--- config.mk ---
export PLATFORM = sky130hd
export DESIGN_NAME = usb_tx_line
export DESIGN_NICKNAME = d
export VERILOG_FILES = /design/src/rtl/usb_tx_line.sv
export SDC_FILE = /design/constraint.sdc
export NUM_CORES = 1
export LEC_CHECK = 0
export CAP_MARGIN = 25
export CORE_AREA = 3 3 40 42
export CTS_BUF_LIST = sky130_fd_sc_hd__clkbuf_8
export DETAILED_ROUTE_END_ITERATION = 6
export DIE_AREA = 0 0 43 45
export PLACE_DENSITY = 0.73
export SYNTH_ARGS = -nofsm -noshare
export SYNTH_HDL_FRONTEND = slang
export SYNTH_SLANG_ARGS = --single-unit
--- constraint.sdc ---
create_clock -name clk -period 1.2 [get_ports clk]
set_input_delay 0.24 -clock clk [delete_from_list [all_inputs] [get_ports clk]]
set_output_delay 0.24 -clock clk [all_outputs]
set_load 0.01 [all_outputs]
--- src/rtl/usb_tx_line.sv ---
// usb_tx_line: USB host transmit line stage.
// Inserts stuff bits after runs of ones, NRZI-encodes onto DP/DM, closes each
// packet with SE0/J EOP and throttles the upstream serializer via pause.
// Build option: define USB_TX_BITSTUFF_EN to enable bit stuffing (STUFF state,
// ones counter and the STUFF_RUN parameter). Default build sends runs of ones
// unmodified, for debug of upstream framing.
module usb_tx_line #(
  parameter int unsigned EOP_SE0_CYCLES = 2,
  parameter int unsigned EOP_J_CYCLES   = 1
`ifdef USB_TX_BITSTUFF_EN
  ,
  parameter int unsigned STUFF_RUN      = 6
`endif
) (
  input  logic clk,
  input  logic rst,
  input  logic bit_in,
  input  logic bit_valid,
  input  logic pkt_end,
  output logic pause,
  output logic busy,
  output logic dp,
  output logic dm,
  output logic line_oe
);

  localparam int unsigned EOP_MAX = (EOP_SE0_CYCLES > EOP_J_CYCLES) ? EOP_SE0_CYCLES
                                                                     : EOP_J_CYCLES;
  localparam int unsigned EOP_W   = (EOP_MAX > 0) ? $clog2(EOP_MAX + 1) : 1;

  localparam logic [2:0] ST_IDLE    = 3'd0;
  localparam logic [2:0] ST_DATA    = 3'd1;
`ifdef USB_TX_BITSTUFF_EN
  localparam logic [2:0] ST_STUFF   = 3'd2;
`endif
  localparam logic [2:0] ST_EOP_SE0 = 3'd3;
  localparam logic [2:0] ST_EOP_J   = 3'd4;

  logic [2:0]       state_q, state_d;
  logic             lvl_q, lvl_d;      // NRZI line level, 1 = J
  logic             dp_q, dp_d;
  logic             dm_q, dm_d;
  logic             oe_q, oe_d;
  logic             busy_q, busy_d;
  logic [EOP_W-1:0] eop_q, eop_d;
  logic             base_lvl;
  logic             enc_lvl;

`ifdef USB_TX_BITSTUFF_EN
  localparam int unsigned ONES_W = $clog2(STUFF_RUN + 1);

  logic [ONES_W-1:0] ones_q, ones_d;
  logic [ONES_W-1:0] ones_inc;
  logic              stend_q, stend_d; // stuff-triggering bit carried pkt_end

  assign ones_inc = bit_in ? (ones_q + ONES_W'(1)) : '0;
  assign pause    = (state_q == ST_STUFF) || (state_q == ST_EOP_SE0) ||
                    (state_q == ST_EOP_J);
`else
  assign pause    = (state_q == ST_EOP_SE0) || (state_q == ST_EOP_J);
`endif

  // Every packet encodes relative to J, whatever the level register holds.
  assign base_lvl = (state_q == ST_IDLE) ? 1'b1 : lvl_q;
  assign enc_lvl  = bit_in ? base_lvl : ~base_lvl;

  assign dp      = dp_q;
  assign dm      = dm_q;
  assign line_oe = oe_q;
  assign busy    = busy_q;

  // Next-state logic: bit acceptance, stuff insertion and EOP sequencing.
  always_comb begin
    state_d = state_q;
    lvl_d   = lvl_q;
    dp_d    = dp_q;
    dm_d    = dm_q;
    oe_d    = oe_q;
    busy_d  = busy_q;
    eop_d   = eop_q;
`ifdef USB_TX_BITSTUFF_EN
    ones_d  = ones_q;
    stend_d = stend_q;
`endif
    case (state_q)
      ST_IDLE, ST_DATA: begin
        if (state_q == ST_IDLE) begin
          lvl_d  = 1'b1;
          dp_d   = 1'b1;
          dm_d   = 1'b0;
          oe_d   = 1'b0;
          busy_d = 1'b0;
        end
        if (bit_valid) begin
          lvl_d   = enc_lvl;
          dp_d    = enc_lvl;
          dm_d    = ~enc_lvl;
          oe_d    = 1'b1;
          busy_d  = 1'b1;
          eop_d   = '0;
          state_d = pkt_end ? ST_EOP_SE0 : ST_DATA;
`ifdef USB_TX_BITSTUFF_EN
          // A completed run always detours through STUFF; pkt_end is
          // remembered so the EOP follows the stuff bit.
          ones_d = ones_inc;
          if (ones_inc == ONES_W'(STUFF_RUN)) begin
            state_d = ST_STUFF;
            stend_d = pkt_end;
          end
`endif
        end
      end
`ifdef USB_TX_BITSTUFF_EN
      ST_STUFF: begin
        lvl_d   = ~lvl_q;
        dp_d    = ~lvl_q;
        dm_d    = lvl_q;
        ones_d  = '0;
        stend_d = 1'b0;
        eop_d   = '0;
        state_d = stend_q ? ST_EOP_SE0 : ST_DATA;
      end
`endif
      ST_EOP_SE0: begin
        dp_d = 1'b0;
        dm_d = 1'b0;
        oe_d = 1'b1;
`ifdef USB_TX_BITSTUFF_EN
        ones_d = '0;
`endif
        if (eop_q == EOP_W'(EOP_SE0_CYCLES - 1)) begin
          eop_d   = '0;
          state_d = ST_EOP_J;
        end else begin
          eop_d = eop_q + EOP_W'(1);
        end
      end
      ST_EOP_J: begin
        lvl_d = 1'b1;
        dp_d  = 1'b1;
        dm_d  = 1'b0;
        oe_d  = 1'b1;
`ifdef USB_TX_BITSTUFF_EN
        ones_d = '0;
`endif
        if (eop_q == EOP_W'(EOP_J_CYCLES - 1)) begin
          eop_d   = '0;
          state_d = ST_IDLE;
        end else begin
          eop_d = eop_q + EOP_W'(1);
        end
      end
      default: begin
        state_d = ST_IDLE;
      end
    endcase
  end

  // State and registered line outputs with synchronous reset.
  always_ff @(posedge clk) begin
    if (rst) begin
      state_q <= ST_IDLE;
      lvl_q   <= 1'b1;
      dp_q    <= 1'b1;
      dm_q    <= 1'b0;
      oe_q    <= 1'b0;
      busy_q  <= 1'b0;
      eop_q   <= '0;
`ifdef USB_TX_BITSTUFF_EN
      ones_q  <= '0;
      stend_q <= 1'b0;
`endif
    end else begin
      state_q <= state_d;
      lvl_q   <= lvl_d;
      dp_q    <= dp_d;
      dm_q    <= dm_d;
      oe_q    <= oe_d;
      busy_q  <= busy_d;
      eop_q   <= eop_d;
`ifdef USB_TX_BITSTUFF_EN
      ones_q  <= ones_d;
      stend_q <= stend_d;
`endif
    end
  end

endmodule

-- Word-level counts from Yosys, hierarchy flattened
Cells that the tools add are included.
- register bits after elaboration: 10
- bits of input ports: 5
- word-level logic and storage cells: 53
- add/subtract/negate cells: 1
- equality and inequality tests: 8
- multiplexer cells: 21
- bitwise logic cells: 2
- reduce and logical (&&, ||, !) cells: 14
- operators by type and width (kind ; count):
    $mux 3 ; 3
    $pmux 3 s3 ; 1
    $mux 1 ; 8
    $mux 2 ; 4
    $reduce_and 2->1 ; 4
    $pmux 1 s2 ; 3
    $pmux 2 s3 ; 1
    $reduce_bool 2->1 ; 3
    $ne 2x1->1 const B ; 2
    $reduce_or 2->1 ; 2
    $eq 3x1->1 const B ; 1
    $eq 3x2->1 const B ; 1
    $eq 3x3->1 const B ; 1
    $logic_not 3->1 ; 1
    $ne 3x3->1 const B ; 1
    $pmux 1 s3 ; 1
    $reduce_and 3->1 ; 1
    $reduce_bool 3->1 ; 1
    $add 2x1->2 const B ; 1
    $eq 2x1->1 const B ; 1
    $logic_not 2->1 ; 1
    $ne 2x2->1 const B ; 1
    $not 1->1 ; 2
    $logic_or 1x1->1 ; 1

-- Depth between registers and ports, before layout
Gate-level depths: netlist of run 1.
- depth after elaboration: 7
- mapped depth: 5
- mapped depth without buffers: 5

-- Worst setup path after synthesis of run 1
Ideal clock, no wire load.
- path kind: flip-flop to output port
- from: register state_q[0]
- to: output pause
- arrival: 0.898 ns
- path slack: 0.062 ns
- cell stages (with the launch flop): 4
- buffers on the path: 1
- path through: dfxtp_1 buf_2 nand2_1 o21ai_0
- cells in the longest elaborated chain, start to end: 2
- RTL lines (element ; RTL line ; text):
    from (decl) ; 39 ; logic [2:0] state_q, state_d;
    from (signal assigned) ; 174 ; state_q <= state_d;
    $eq 3x2->1 or $eq 3x3->1 (tied branches) ; 60 ; assign pause = (state_q == ST_EOP_SE0) || (state_q == ST_EOP_J);
    $logic_or 1x1->1 (*) ; 60 ;
    to (decl) ; 20 ; output logic pause,
Every way passes the cells marked *; elsewhere a longest branch is shown, timed or not.

-- Worst setup path in the final report of run 1
- from: register state_q[1]
- to: output pause
The elaborated chain is that of the path after synthesis.

==> results of run 1 <==
flip-flops by register name, summed over array words and instances (netlist names):
| signal | flops |
|---|---|
| state_q | 3 |
| eop_q | 2 |
| busy | 1 |
| dm | 1 |
| dp | 1 |
| line_oe | 1 |
| lvl_q | 1 |
repair_timing:
action / in CTS / in global routing
buffers inserted: 0 / 2
setup endpoints to repair: 9 / 7
pin swaps: 5 / 7
resized for setup: 21 / 20
cell type report:
type | instances | area share
Inverter | 5 | 0.0205
Multi-Input combinational cell | 54 | 0.442
Sequential cell | 10 | 0.228
Clock buffer | 4 | 0.0600
Timing Repair Buffer | 24 | 0.229
Tap cell | 15 | 0.0205
cells in the mapped netlist, drive strengths merged:
master,instances,share of area
a211oi,1,0.013
a21o,1,0.013
a21oi,8,0.070
a221oi,1,0.015
a2bb2oi,1,0.015
a32oi,1,0.015
buf,5,0.046
dfxtp,10,0.35
ha,3,0.066
inv,5,0.033
nand2,5,0.033
nand2b,1,0.011
nand3,1,0.0088
nand4,1,0.011
nor2,9,0.059
nor2b,3,0.033
nor3,3,0.026
nor3b,1,0.013
o2111a,1,0.020
o211ai,1,0.013
o21ai,7,0.061
o21bai,1,0.013
o311ai,1,0.015
o31ai,1,0.013
or3b,1,0.015
xnor2,1,0.015
where the power goes:
part	switching [mW]	leakage, nW	internal (mW)
Clock	0.144	0.0288	0.289
Combinational	0.0946	0.272	0.104
Sequential	0.0215	0.0842	0.352
Total	0.260	0.384	0.745
critical path: cells and delay by family (launching register included):
| family | cells | cell delay, ns |
|---|---|---|
| buffers and inverters | 1 | 0.14 |
| flip-flops | 1 | 0.36 |
| AND/OR/NAND/NOR | 2 | 0.18 |
| AO/OA/AOI/OAI | 1 | 0.07 |
cell families after synthesis:
| kind of cell | Yosys count |
|---|---|
| AOI/OAI and AO/OA | 25 |
| xor gates and xnor gates | 1 |
| adders and majority gates | 3 |
| buffers and inverters | 10 |
| DFF | 10 |
| and+or+nand+nor | 25 |
worst max-delay path by stage:
stage                     endpoint  cells past startpoint
after global placement       lvl_q                      4
after global routing         pause                      4
after CTS                    pause                      4
after floorplan              pause                      3
final                        pause                      4
after detailed placement     lvl_q                      4
layer usage:
metal,vias up,part of all wire,global-route usage
met5,-,0,0
met4,0,0.023,0.0602
met3,4,0.034,0.0518
met2,13,0.48,0.293
met1,288,0.46,0.192
li1,309,-,-
through the flow:
step	setup slack, ns	hold WS [ns]	power [mW]
6_report	-0.0400	0.474	1.01
5_1_grt	-0.0627	0.500	1.04
4_1_cts	-0.0306	0.465	0.965
3_5_place_dp	-0.316	0.461	0.535
3_3_place_gp	-0.292	0.453	0.531
2_1_floorplan	0.0625	0.428	0.460
==> impl_metrics.ini, run 1 <==
[outcome]
status = finished with violations
violations = setup timing

[sta]
timing.final.crit_share = 1.03
setup_ws_ns = -0.0400
fmax_mhz = 806
setup_viol = 1
drv_slew = 0
slew-limit-headroom = 0.777
finalSetupTns_ns = -0.0400
fin_skew_ns = 0.000552
finalCriticalPeriod_ns = 1.24
rsz0062_at_grt = yes
worstMarginPinSlew_ns = 0.333
hold_viol = 0

[floorplanning]
initial_core_util = 0.444
rows = 13
coreArea_sq_um = 1280
die_h_um = 45
dieArea_sq_um = 1940
io_pins = 10
die_w_um = 43

[placed_design]
portBuffers = 9
hpwl_um = 1020
placedCellCount = 106
dpl_cell_area_sq_um = 751
gp_congestion = 0.853

[logic_synthesis]
synth_top_family_by_area = compound AO/OA/AOI/OAI gates
synth-simple-area-share = 0.211
syn_area_sq_um = 571
synth_xor_area_frac = 0.0154
avgSynthCellArea_sq_um = 7.71
yosys-mux-area-fraction = 0
synth-seq-cells = 10
syn_inst = 74
synth-seq-area-share = 0.351
synthesis.nets = 82
synth_compound_area_frac = 0.279
ys_types = 29
synthAdderAreaFrac = 0.0658
yosysWarnings = 0

[layout]
drive_gt1_frac = 0.392
syn_to_final_growth_pct = 60.7
antennaDiodeCount = 0
final_cells = 112
layout_commonest_cell = buf_4
design_area_sq_um = 917
final_util = 0.714
fillerInstances = 97
nets = 106
final_cell_mix = buf_4, nor2_1, dfxtp_1
multi_input_area_sq_um = 405
regArea_sq_um = 209

[clocking]
cts_tree = yes
cts_max_level = 1
clk_pin_slew_ns = 0.05
numCtsBuffers = 3
root_buffer = clkbuf_8
insertion_delay_ns = 0.24
cts_sinks = 10
cts_hold_buffers = 0
clockBufferDepth = 2

[setup_path]
worst_setup_path_end_kind = primary output
arrival_ns = 1.00
cp-startpoint = state_q[1]
critical_path_class = reg2out
cp.required_ns = 0.96
max_stage_delay_ns = 0.36
path_cells = nor2_4 -> nand2_1 -> o21ai_1 -> buf_2
r2r_start = state_q[2]
cp_max_fo = 4
worst_path_max_delay_cell = dfxtp_4
r2r_slack_ns = 0
r2r_cells = 5
r2r_end = lvl_q
worstSetupStartpointType = flip-flop

[hold_path]
holdCritStartpoint = line_oe
hold_end = line_oe
min_path_type = reg2reg
hold_depth = 2

[flow_run]
maxCapViolCount = 0

[detailed_routing]
wl_per_cell_um = 14.5
wl_um = 1630
via_per_inst = 5.48
vias = 614
postRouteAntennaNets = 0
first_iter_violations = 13
drcViolationCount = 0
dr.pass1.iters = 4

[grt]
grt_pass1_vias = 574
grt-ovfl-total = 0
grt_pass1_wl_um = 2420
grt_max_degree = 12
antenna_found_initial = 0
grtUsageTotal = 0.167

[power_and_ir_drop]
ir_drop_uv = 789
powerDensity_nw_per_um2 = 1100
leakage_nw = 0.384
Power figures use the tool's default switching activity.
==> inputs of run 2 (changes only) <==
CTS_CLUSTER_DIAMETER = 200   (was not set)
==> results of run 2 <==
The final DEF is identical to that of run 1; final timing and power are the same.
==> inputs of run 3 (changes only) <==
ABC_AREA = 1   (was not set)
CORE_AREA = not set   (was 3 3 40 42)
CORE_MARGIN = 3   (was not set)
CORE_UTILIZATION = 35   (was not set)
DIE_AREA = not set   (was 0 0 43 45)
PLACE_DENSITY = 0.62   (was 0.73)
==> run 3 against run 2 <==
Effect of this change:
- the flow now finishes without violations
- first-iteration DRC count fell by 31%
- non-clock buffer count fell by 3
- global-route usage fell by 3.0 points
- worst hold slack got worse by 0.017 ns
- via count fell by 10%
- design area fell by 9.0%
- register-to-register slack improved by 0.04 ns
- critical path depth did not move
- sequential share of layout area rose by 2.4 points
- wire length fell by 21%
- count of clock-buffer cells in the layout did not move
- synthesized cell count rose by 6.8%
- critical path type unchanged
==> impl_metrics.ini, run 3 <==
[outcome]
status = complete, no violations

[clocking]
numCtsBuffers = 3
cts_tree = yes
cts_hold_buffers = 0
clockBufferDepth = 2
cts_sinks = 10
cts_max_level = 1
clk_pin_slew_ns = 0.05
root_buffer = clkbuf_8
insertion_delay_ns = 0.24

[layout]
nets = 112
reg.largest.list = state_q: 3 flops, eop_q: 2 flops
final_cell_mix = nand2_1, inv_1, buf_4
antennaDiodeCount = 0
design_area_sq_um = 835
layout_commonest_cell = nand2_1
final_util = 0.604
largest_reg_flops = 3
drive_gt1_frac = 0.369
top_register = state_q
fillerInstances = 131
syn_to_final_growth_pct = 52.6

[power_and_ir_drop]
power_mw = 0.980
powerDensity_nw_per_um2 = 1170
leakage_nw = 0.425
ir_drop_uv = 883

[setup_path]
cp.required_ns = 0.96
worst_setup_path_end_kind = primary output
worstSetupStartpointType = flip-flop
cp-startpoint = state_q[1]
arrival_ns = 0.96
cp_max_fo = 4
r2r_start = state_q[1]
critical_path_class = reg2out

[floorplanning]
coreArea_sq_um = 1380
rows = 13
io_pins = 10
die_h_um = 45.5
dieArea_sq_um = 2070
die_w_um = 45.5
initial_core_util = 0.395

[logic_synthesis]
synth-seq-cells = 10
synth_edf_count = 0
synth_commonest_cells = nand2_1, inv_1, dfxtp_1, nand3_1, a21oi_1
synthesis.nets = 87
netlist.area_leader.share = 0.366
avgSynthCellArea_sq_um = 6.92
synthFlopType = dfxtp_1
syn_area_sq_um = 547
synth_most_common_cell = nand2_1
syn_inst = 79
synth_top_area_cell = dfxtp_1
async_reset_ff_frac = 0
synth_area_leaders = dfxtp_1, nand2_1, inv_1
yosysWarnings = 0
ys_types = 18
synth-seq-area-share = 0.366

[placed_design]
pre_cts_slack_ns = -0.232
dpl_cell_area_sq_um = 742
gp_congestion = 0.806
portBuffers = 9
hpwl_um = 921

[grt]
gr-usage-met2 = 0.181
grt_max_degree = 8
grt_pass1_wl_um = 2010
use_met1 = 0.189
antenna_found_initial = 0
grtUsageTotal = 0.137
use_met3 = 0.0514
grt-ovfl-total = 0
grt_pass1_vias = 504
busiest_layer = met1

[detailed_routing]
wl_per_cell_um = 10.9
postRouteAntennaNets = 0
via_per_inst = 4.66
drcViolationCount = 0
first_iter_violations = 9
vias = 550
dr.pass1.iters = 4
wl_um = 1290

[sta]
timing.final.crit_share = 0.997
finalCriticalPeriod_ns = 1.20
hold_viol = 0
slew-limit-headroom = 0.870
rsz0062_at_grt = yes
setup_viol = 0
worstMarginPinSlew_ns = 0.195
whs_ns = 0.457
drv_slew = 0
setup_ws_ns = 0.00397
fin_skew_ns = 0.00396
fmax_mhz = 836

[hold_path]
holdCritStartpoint = busy
min_path_type = reg2reg

[flow_run]
maxCapViolCount = 0
[run 3: changes by cell type after synthesis, moves of 2 or more]
cell | previous run | this run
buf_2 | 3 | 0
o21ai_0 | 6 | 3
nand3_1 | 1 | 9
inv_1 | 5 | 14
nor3_1 | 3 | 0
nand2_2 | 0 | 2
nor2_1 | 9 | 4
nand2_1 | 5 | 18
nor2b_1 | 3 | 0
a21oi_1 | 8 | 6
[run 3: worst paths after layout]
check | end | slack, ns | cells after the start
max | pause | 0.004 | 4
min | busy | 0.46 | 2
max reg2reg | state_q[0] | 0.04 | 7
min reg2reg | busy | 0.46 | 2
[run 3: final cells by class]
class	count	area (sq um)	share of cell area
well taps	15	18.8	0.0225
clock buffers	4	55.1	0.0660
multi-input cells	54	322	0.385
repair buffers	21	176	0.211
flip-flops and latches	10	210	0.252
inverters	14	52.6	0.0630
[run 3: per-layer routing]
metal  wire length, um  share of wire
met1               620           0.48
met2               611           0.47
met4                 0              0
met5                 0              0
met3                56          0.043
[run 3: per-stage QoR]
step                      instances  setup TNS (ns)
after floorplan                  79               0
after global placement          114           -1.37
after detailed placement        114           -1.52
after CTS                       118               0
after global routing            118          -0.252
final                           118               0
[run 3: cell families (layout without fill, tap and decap cells)]
kind of cell / Yosys count / in the layout / synth area share
DFF: 10 / 10 / 0.366
and+or+nand+nor: 38 / 38 / 0.325
AOI/OAI and AO/OA: 13 / 13 / 0.137
adders and majority gates: 3 / 3 / 0.0687
buffers and inverters: 15 / 39 / 0.103
[run 3: report_power, final]
group	switching, mW	total (mW)	internal [mW]
clock network	0.136	0.425	0.289
logic	0.0996	0.186	0.0869
registers	0.0153	0.369	0.353
total	0.251	0.980	0.729
[run 3: timing repair]
item	in CTS	in global routing
setup buffers	0	0
gates resized for setup	12	15
endpoints found under the setup margin	8	9
pin swaps	0	2
[run 3: worst max-delay path, stage by stage (launching register included)]
cell and delay [ns]:
dfxtp_4 0.36, nor2_4 0.11, nand2_2 0.06, nand2_1 0.07, buf_2 0.13
